File: src/rtl/display_pkg.sv
// Shared encodings and snapshot payload for the Connect-4 display path.
package display_pkg;

  localparam int unsigned BOARD_CELLS = 16;

  typedef enum logic [1:0] {
    GS_PLAYING = 2'b00,
    GS_P1_WIN  = 2'b01,
    GS_P2_WIN  = 2'b10,
    GS_DRAW    = 2'b11
  } game_status_e;

  typedef struct packed {
    logic [BOARD_CELLS-1:0] board;
    logic [BOARD_CELLS-1:0] owners;
    game_status_e           status;
  } snapshot_t;

endpackage

File: src/rtl/display_tick_gen.sv
// Row-scan timebase: prescaler plus row counter, emitting row and frame ticks.
module display_tick_gen #(
  parameter int unsigned ROWS     = 4,
  parameter int unsigned SCAN_DIV = 1000,
  parameter int unsigned ROW_W    = (ROWS > 1) ? $clog2(ROWS) : 1
) (
  input  logic             clk,
  input  logic             reset,
  output logic [ROW_W-1:0] row_idx,
  output logic             row_tick_c,
  output logic             frame_tick_c
);

  localparam int unsigned PS_W = $clog2(SCAN_DIV);

  logic [PS_W-1:0]  prescaler_q, prescaler_d;
  logic [ROW_W-1:0] row_idx_q, row_idx_d;

  assign row_idx = row_idx_q;

  always_comb begin
    row_tick_c   = (prescaler_q == PS_W'(SCAN_DIV - 1));
    frame_tick_c = row_tick_c && (row_idx_q == ROW_W'(ROWS - 1));
    prescaler_d  = row_tick_c ? '0 : prescaler_q + PS_W'(1);
    row_idx_d    = row_idx_q;
    if (row_tick_c) begin
      row_idx_d = frame_tick_c ? '0 : row_idx_q + ROW_W'(1);
    end
  end

  always_ff @(posedge clk or posedge reset) begin
    if (reset) begin
      prescaler_q <= '0;
      row_idx_q   <= '0;
    end else begin
      prescaler_q <= prescaler_d;
      row_idx_q   <= row_idx_d;
    end
  end

endmodule

File: src/rtl/board_display_scanner.sv
// Time-multiplexed bi-colour 4x4 LED driver with per-frame snapshot and win/draw blink.
// Blinking is built only when DISPLAY_BLINK_EN is defined; otherwise the display is steady.
module board_display_scanner
  import display_pkg::*;
#(
  parameter int unsigned ROWS         = 4,
  parameter int unsigned COLS         = 4,
  parameter int unsigned SCAN_DIV     = 1000,
  parameter int unsigned BLINK_FRAMES = 64
) (
  input  logic                   clk,
  input  logic                   reset,
  input  logic [BOARD_CELLS-1:0] game_board,
  input  logic [BOARD_CELLS-1:0] player_cells,
  input  logic [1:0]             game_status,
  output logic [ROWS-1:0]        row_sel,
  output logic [COLS-1:0]        col_red,
  output logic [COLS-1:0]        col_green,
  output logic                   frame_start
);

  localparam int unsigned ROW_W = (ROWS > 1) ? $clog2(ROWS) : 1;

  if (ROWS * COLS != BOARD_CELLS || SCAN_DIV < 2 || BLINK_FRAMES < 1) begin : g_bad_cfg
    $error("board_display_scanner: unsupported ROWS/COLS/SCAN_DIV/BLINK_FRAMES");
  end

  logic [ROW_W-1:0] row_idx;
  logic             row_tick_c, frame_tick_c;

  display_tick_gen #(
    .ROWS     (ROWS),
    .SCAN_DIV (SCAN_DIV),
    .ROW_W    (ROW_W)
  ) u_tick (
    .clk          (clk),
    .reset        (reset),
    .row_idx      (row_idx),
    .row_tick_c   (row_tick_c),
    .frame_tick_c (frame_tick_c)
  );

  snapshot_t       snap_q, snap_d;
  logic            refresh_q, refresh_d;
  logic            frame_pend_q, frame_pend_d;
  logic [ROWS-1:0] row_sel_q, row_sel_d;
  logic [COLS-1:0] col_red_q, col_red_d;
  logic [COLS-1:0] col_green_q, col_green_d;
  logic            frame_start_q, frame_start_d;
  logic [COLS-1:0] board_row_c, owner_row_c, red_c, green_c;
  logic            blink_on_c;

`ifdef DISPLAY_BLINK_EN
  localparam int unsigned FC_W = (BLINK_FRAMES > 1) ? $clog2(BLINK_FRAMES) : 1;

  logic [FC_W-1:0] frame_cnt_q, frame_cnt_d;
  logic            blink_on_q, blink_on_d;

  // Blink phase advances only on frames whose latched status is a result.
  always_comb begin
    frame_cnt_d = frame_cnt_q;
    blink_on_d  = blink_on_q;
    if (frame_tick_c) begin
      if (game_status_e'(game_status) == GS_PLAYING) begin
        frame_cnt_d = '0;
        blink_on_d  = 1'b1;
      end else if (frame_cnt_q == FC_W'(BLINK_FRAMES - 1)) begin
        frame_cnt_d = '0;
        blink_on_d  = ~blink_on_q;
      end else begin
        frame_cnt_d = frame_cnt_q + FC_W'(1);
      end
    end
  end

  always_ff @(posedge clk or posedge reset) begin
    if (reset) begin
      frame_cnt_q <= '0;
      blink_on_q  <= 1'b1;
    end else begin
      frame_cnt_q <= frame_cnt_d;
      blink_on_q  <= blink_on_d;
    end
  end

  assign blink_on_c = blink_on_q;
`else
  assign blink_on_c = 1'b1;
`endif

  always_comb begin
    snap_d = snap_q;
    if (frame_tick_c) begin
      snap_d = '{board: game_board, owners: player_cells, status: game_status_e'(game_status)};
    end
    frame_pend_d = frame_tick_c;
    refresh_d    = row_tick_c;

    board_row_c = snap_q.board[int'(row_idx) * COLS +: COLS];
    owner_row_c = snap_q.owners[int'(row_idx) * COLS +: COLS];
    red_c       = board_row_c & ~owner_row_c;
    green_c     = board_row_c & owner_row_c;
    if (!blink_on_c) begin
      case (snap_q.status)
        GS_P1_WIN: red_c = '0;
        GS_P2_WIN: green_c = '0;
        GS_DRAW: begin
          red_c   = '0;
          green_c = '0;
        end
        default: ;
      endcase
    end

    // Outputs reload one cycle after a row change, so columns always match row_sel.
    row_sel_d     = row_sel_q;
    col_red_d     = col_red_q;
    col_green_d   = col_green_q;
    frame_start_d = frame_pend_q;
    if (refresh_q) begin
      row_sel_d   = ROWS'(1) << row_idx;
      col_red_d   = red_c;
      col_green_d = green_c;
    end
  end

  always_ff @(posedge clk or posedge reset) begin
    if (reset) begin
      snap_q        <= '0;
      refresh_q     <= 1'b1;
      frame_pend_q  <= 1'b0;
      row_sel_q     <= '0;
      col_red_q     <= '0;
      col_green_q   <= '0;
      frame_start_q <= 1'b0;
    end else begin
      snap_q        <= snap_d;
      refresh_q     <= refresh_d;
      frame_pend_q  <= frame_pend_d;
      row_sel_q     <= row_sel_d;
      col_red_q     <= col_red_d;
      col_green_q   <= col_green_d;
      frame_start_q <= frame_start_d;
    end
  end

  assign row_sel     = row_sel_q;
  assign col_red     = col_red_q;
  assign col_green   = col_green_q;
  assign frame_start = frame_start_q;

endmodule

File: config.mk
export PLATFORM = sky130hd
export DESIGN_NAME = board_display_scanner
export DESIGN_NICKNAME = d
export VERILOG_FILES = /design/src/rtl/display_pkg.sv /design/src/rtl/display_tick_gen.sv /design/src/rtl/board_display_scanner.sv
export SDC_FILE = /design/constraint.sdc
export NUM_CORES = 1
export LEC_CHECK = 0
export ABC_AREA = 1
export CAP_MARGIN = 0
export CORE_UTILIZATION = 48
export DETAILED_ROUTE_END_ITERATION = 6
export GPL_TIMING_DRIVEN = 0
export HOLD_SLACK_MARGIN = 0.12
export PLACE_DENSITY = 0.87
export SLEW_MARGIN = 20
export SYNTH_ARGS = -nofsm -noshare
export SYNTH_HDL_FRONTEND = slang
export SYNTH_SLANG_ARGS = --single-unit
File: constraint.sdc
create_clock -name clk -period 1.7 [get_ports clk]
set_input_delay 0.255 -clock clk [delete_from_list [all_inputs] [get_ports clk]]
set_output_delay 0.255 -clock clk [all_outputs]
set_load 0.02 [all_outputs]
==> results_dict.tcl <==
set metrics [dict create \
    status "complete, no violations" \
    cts_num_sinks 59 \
    dp_hpwl_um 4740 \
    initial_core_util_pct 49.7 \
    p_leak_nw 1.98 \
    r2r_slack_ns 0.14 \
    p_int_mw 2.16 \
    clk_latency_ns 0.33 \
    layout-drive-gt1-share_pct 9.59 \
    cts_buffers 9 \
    rsz0062_at_grt "no" \
    synth-compound-area-share_pct 0.898 \
    diodes 0 \
    switchingPower_uw 562 \
    async_flop_share_pct 100 \
    end_kind "output pin" \
    grt_pass1_wl_um 11400 \
    synthSimpleGateAreaFrac_pct 37.7 \
    rr_worst_depth 6 \
    final_area_sq_um 3710 \
    worstHoldEndpoint "frame_start$_DFF_PP0_" \
    final_nets 474 \
    die_x_um 80.1 \
    grt_usage_pct 23.3 \
    layout_commonest_cell "nand2_1" \
    layout_common_cells "159 x nand2_1, 58 x dfrtp_1, 46 x clkdlybuf4s50_1, 41 x nor2_1, 33 x nand4_1" \
    grt_max_degree 34 \
    crit_arrival_ns 1.31 \
    path_max_fanout 2 \
    fmax_ghz 0.637 \
    synthMuxAreaShare_pct 0 \
    wire_per_inst_um 12.8 \
    place.port_buffers 46 \
    cp.required_ns 1.44 \
    pwr-share-clk_pct 44.4 \
    firstDrtPassIters 5 \
    synthDistinctLibCells 23 \
    whs_path_depth 0 \
    gr-usage-met1_pct 28.9 \
    ctsResizeCount 0 \
    synth_warnings 0 \
    worstHoldStart "frame_pend_q$_DFF_PP0_" \
    synthAdderAreaFrac_pct 2.14 \
    clockBufferDepth 2 \
    fin_setup_tns_ns 0 \
    hold_violations 0 \
    via_per_inst 5.13 \
    reg2reg_to "snap_q[17]$_DFFE_PP0P_" \
    power_mw 2.73 \
    drt_iter0_drc 186 \
    first_global_vias 2597 \
    crit_cells 1 \
    crit_path_start_kind "flop" \
    pin_count 49 \
    setup_viol 0 \
    die_height_um 80.1 \
    ys_ff_latch 59 \
    synth_area_per_cell_sq_um 7.80 \
    crit_type "flop to output pin" \
    htreeDepth 3 \
    grt_util_met2_pct 39.2 \
    num_rows 28 \
    period_share_pct 92.3 \
    synth_edf_count 0 \
    max_slew_margin_pct 52.7 \
    tritoncts "done" \
    vias 2630 \
    dp.cells 497 \
    synth_top_family_by_area "simple AND/OR/NAND/NOR gates" \
    cpLargestDelayFamily "buffers and inverters" \
    die_area_sq_um 6410 \
    holdCritPathClass "flop to flop" \
    antenna_found_initial 0 \
    routed_wl_um 6580 \
    cts-root-buf "clkbuf_8" \
    synthesis.instances 375 \
    gr-total-overflow 0 \
    seqPwrFrac_pct 51.5 \
    p_sw_share_pct 20.6 \
    core_area_sq_um 5890 \
    worst_pin_slew_ns 0.708 \
    cp_slowest_cell "clkdlybuf4s50_1" \
    cts_hold_buf 0 \
    post_cts_buffers 0 \
    busiest_layer "met2" \
    min_period_ns 1.57 \
    maxCapViolCount 0 \
    crit_buf_inv 1 \
    synth-xor-area-share_pct 0.299 \
    gr-usage-met3_pct 4.32 \
    instances_no_fill 513 \
    powerDensity_nw_per_um2 735 \
    combPwrFrac_pct 4.1 \
    area_growth_pct 26.6 \
    yosysSeqAreaShare_pct 50.5 \
    drc 0 \
    vdd_ir_drop_max_mv 0.375 \
    critical_path.max_stage_delay_ns 0.61 \
    worstPathCellList "clkdlybuf4s50_1" \
    worst_hold_slack_ns 0.355 \
    r2r_start "u_tick.prescaler_q[0]$_DFF_PP0_" \
    place.gp.congestion 0.881 \
    synth_nets 416 \
    dpl_cell_area_sq_um 3500 \
    path_clk_slew_ns 0.06 \
    postRouteAntennaNets 0 \
    maxSlewViolCount 0 \
    syn_area_sq_um 2930 \
    skew_ns 0.00543 \
    ys.flop_type "dfrtp_1" \
]
[power by group through the flow]
stage          Combinational (mW)  Sequential [mW]  Clock, mW
2_1_floorplan              0.0211             1.43          0
6_report                    0.111             1.40       1.21
5_1_grt                     0.122             1.40       1.29
4_1_cts                     0.115             1.40       1.22
3_5_place_dp                0.114             1.43          0
3_3_place_gp                0.108             1.43          0
[worst max-delay path by stage]
stage | from | to | slack [ns]
finish | col_red[3]$_DFFE_PP0P_ | col_red[3] | 0.13
global placement | reset | frame_pend_q$_DFF_PP0_ | 0.06
floorplan | u_tick.prescaler_q[0]$_DFF_PP0_ | snap_q[11]$_DFFE_PP0P_ | 0.34
detailed placement | u_tick.prescaler_q[0]$_DFF_PP0_ | snap_q[17]$_DFFE_PP0P_ | 0.13
global route | u_tick.prescaler_q[0]$_DFF_PP0_ | snap_q[15]$_DFFE_PP0P_ | 0.02
CTS | u_tick.prescaler_q[0]$_DFF_PP0_ | snap_q[17]$_DFFE_PP0P_ | 0.12
[Yosys cell counts, types with 2 or more instances]
library cell | count | area share [%]
nand2_1 | 159 | 20
dfrtp_1 | 58 | 50
nor2_1 | 42 | 5.4
nand4_1 | 33 | 7.1
inv_1 | 28 | 3.6
nand3_1 | 17 | 2.9
buf_2 | 10 | 1.7
buf_6 | 6 | 2.3
ha_1 | 5 | 2.1
a21oi_1 | 2 | 0.34
buf_4 | 2 | 0.51
o21ai_0 | 2 | 0.34
[metal layers]
layer	part of all wire [%]	up-vias
li1	-	1300
met3	5.1	13
met4	1.3	0
met1	44	1241
met5	0	-
met2	50	76
[flip-flops by register name, indices dropped and copies added (netlist names)]
name	cells
col_green	4
col_red	4
frame_pend_q	1
frame_start	1
refresh_q	1
row_sel	4
snap_q	32
u_tick.prescaler_q	10
u_tick.row_idx	2
[final cells by class]
cell class	count	area [sq um]
Buffer	19	136
Clock buffer	15	186
Clock inverter	1	5.00
Fill cell	513	2180
Inverter	30	116
Multi-Input combinational cell	267	1210
Sequential cell	59	1480
Tap cell	75	93.8
Timing Repair Buffer	47	480
[per-stage QoR]
step                      util (%)  worst slack, ns
after global placement        59.2           0.0570
after global routing          63.0           0.0160
after floorplan                  -            0.342
after detailed placement      59.5            0.131
after CTS                     62.8            0.117
final                         63.0            0.131
[cells by family (layout without fill, tap and decap cells)]
kind of cell | count (synthesis) | after routing
buffers and inverters | 49 | 112
AO/OA/AOI/OAI | 5 | 5
AND/OR/NAND/NOR | 256 | 256
XOR/XNOR | 1 | 1
adder cells (fa/ha/maj) | 5 | 5
flip-flops | 59 | 59
No activity file was read; power rests on OpenSTA's default activity.
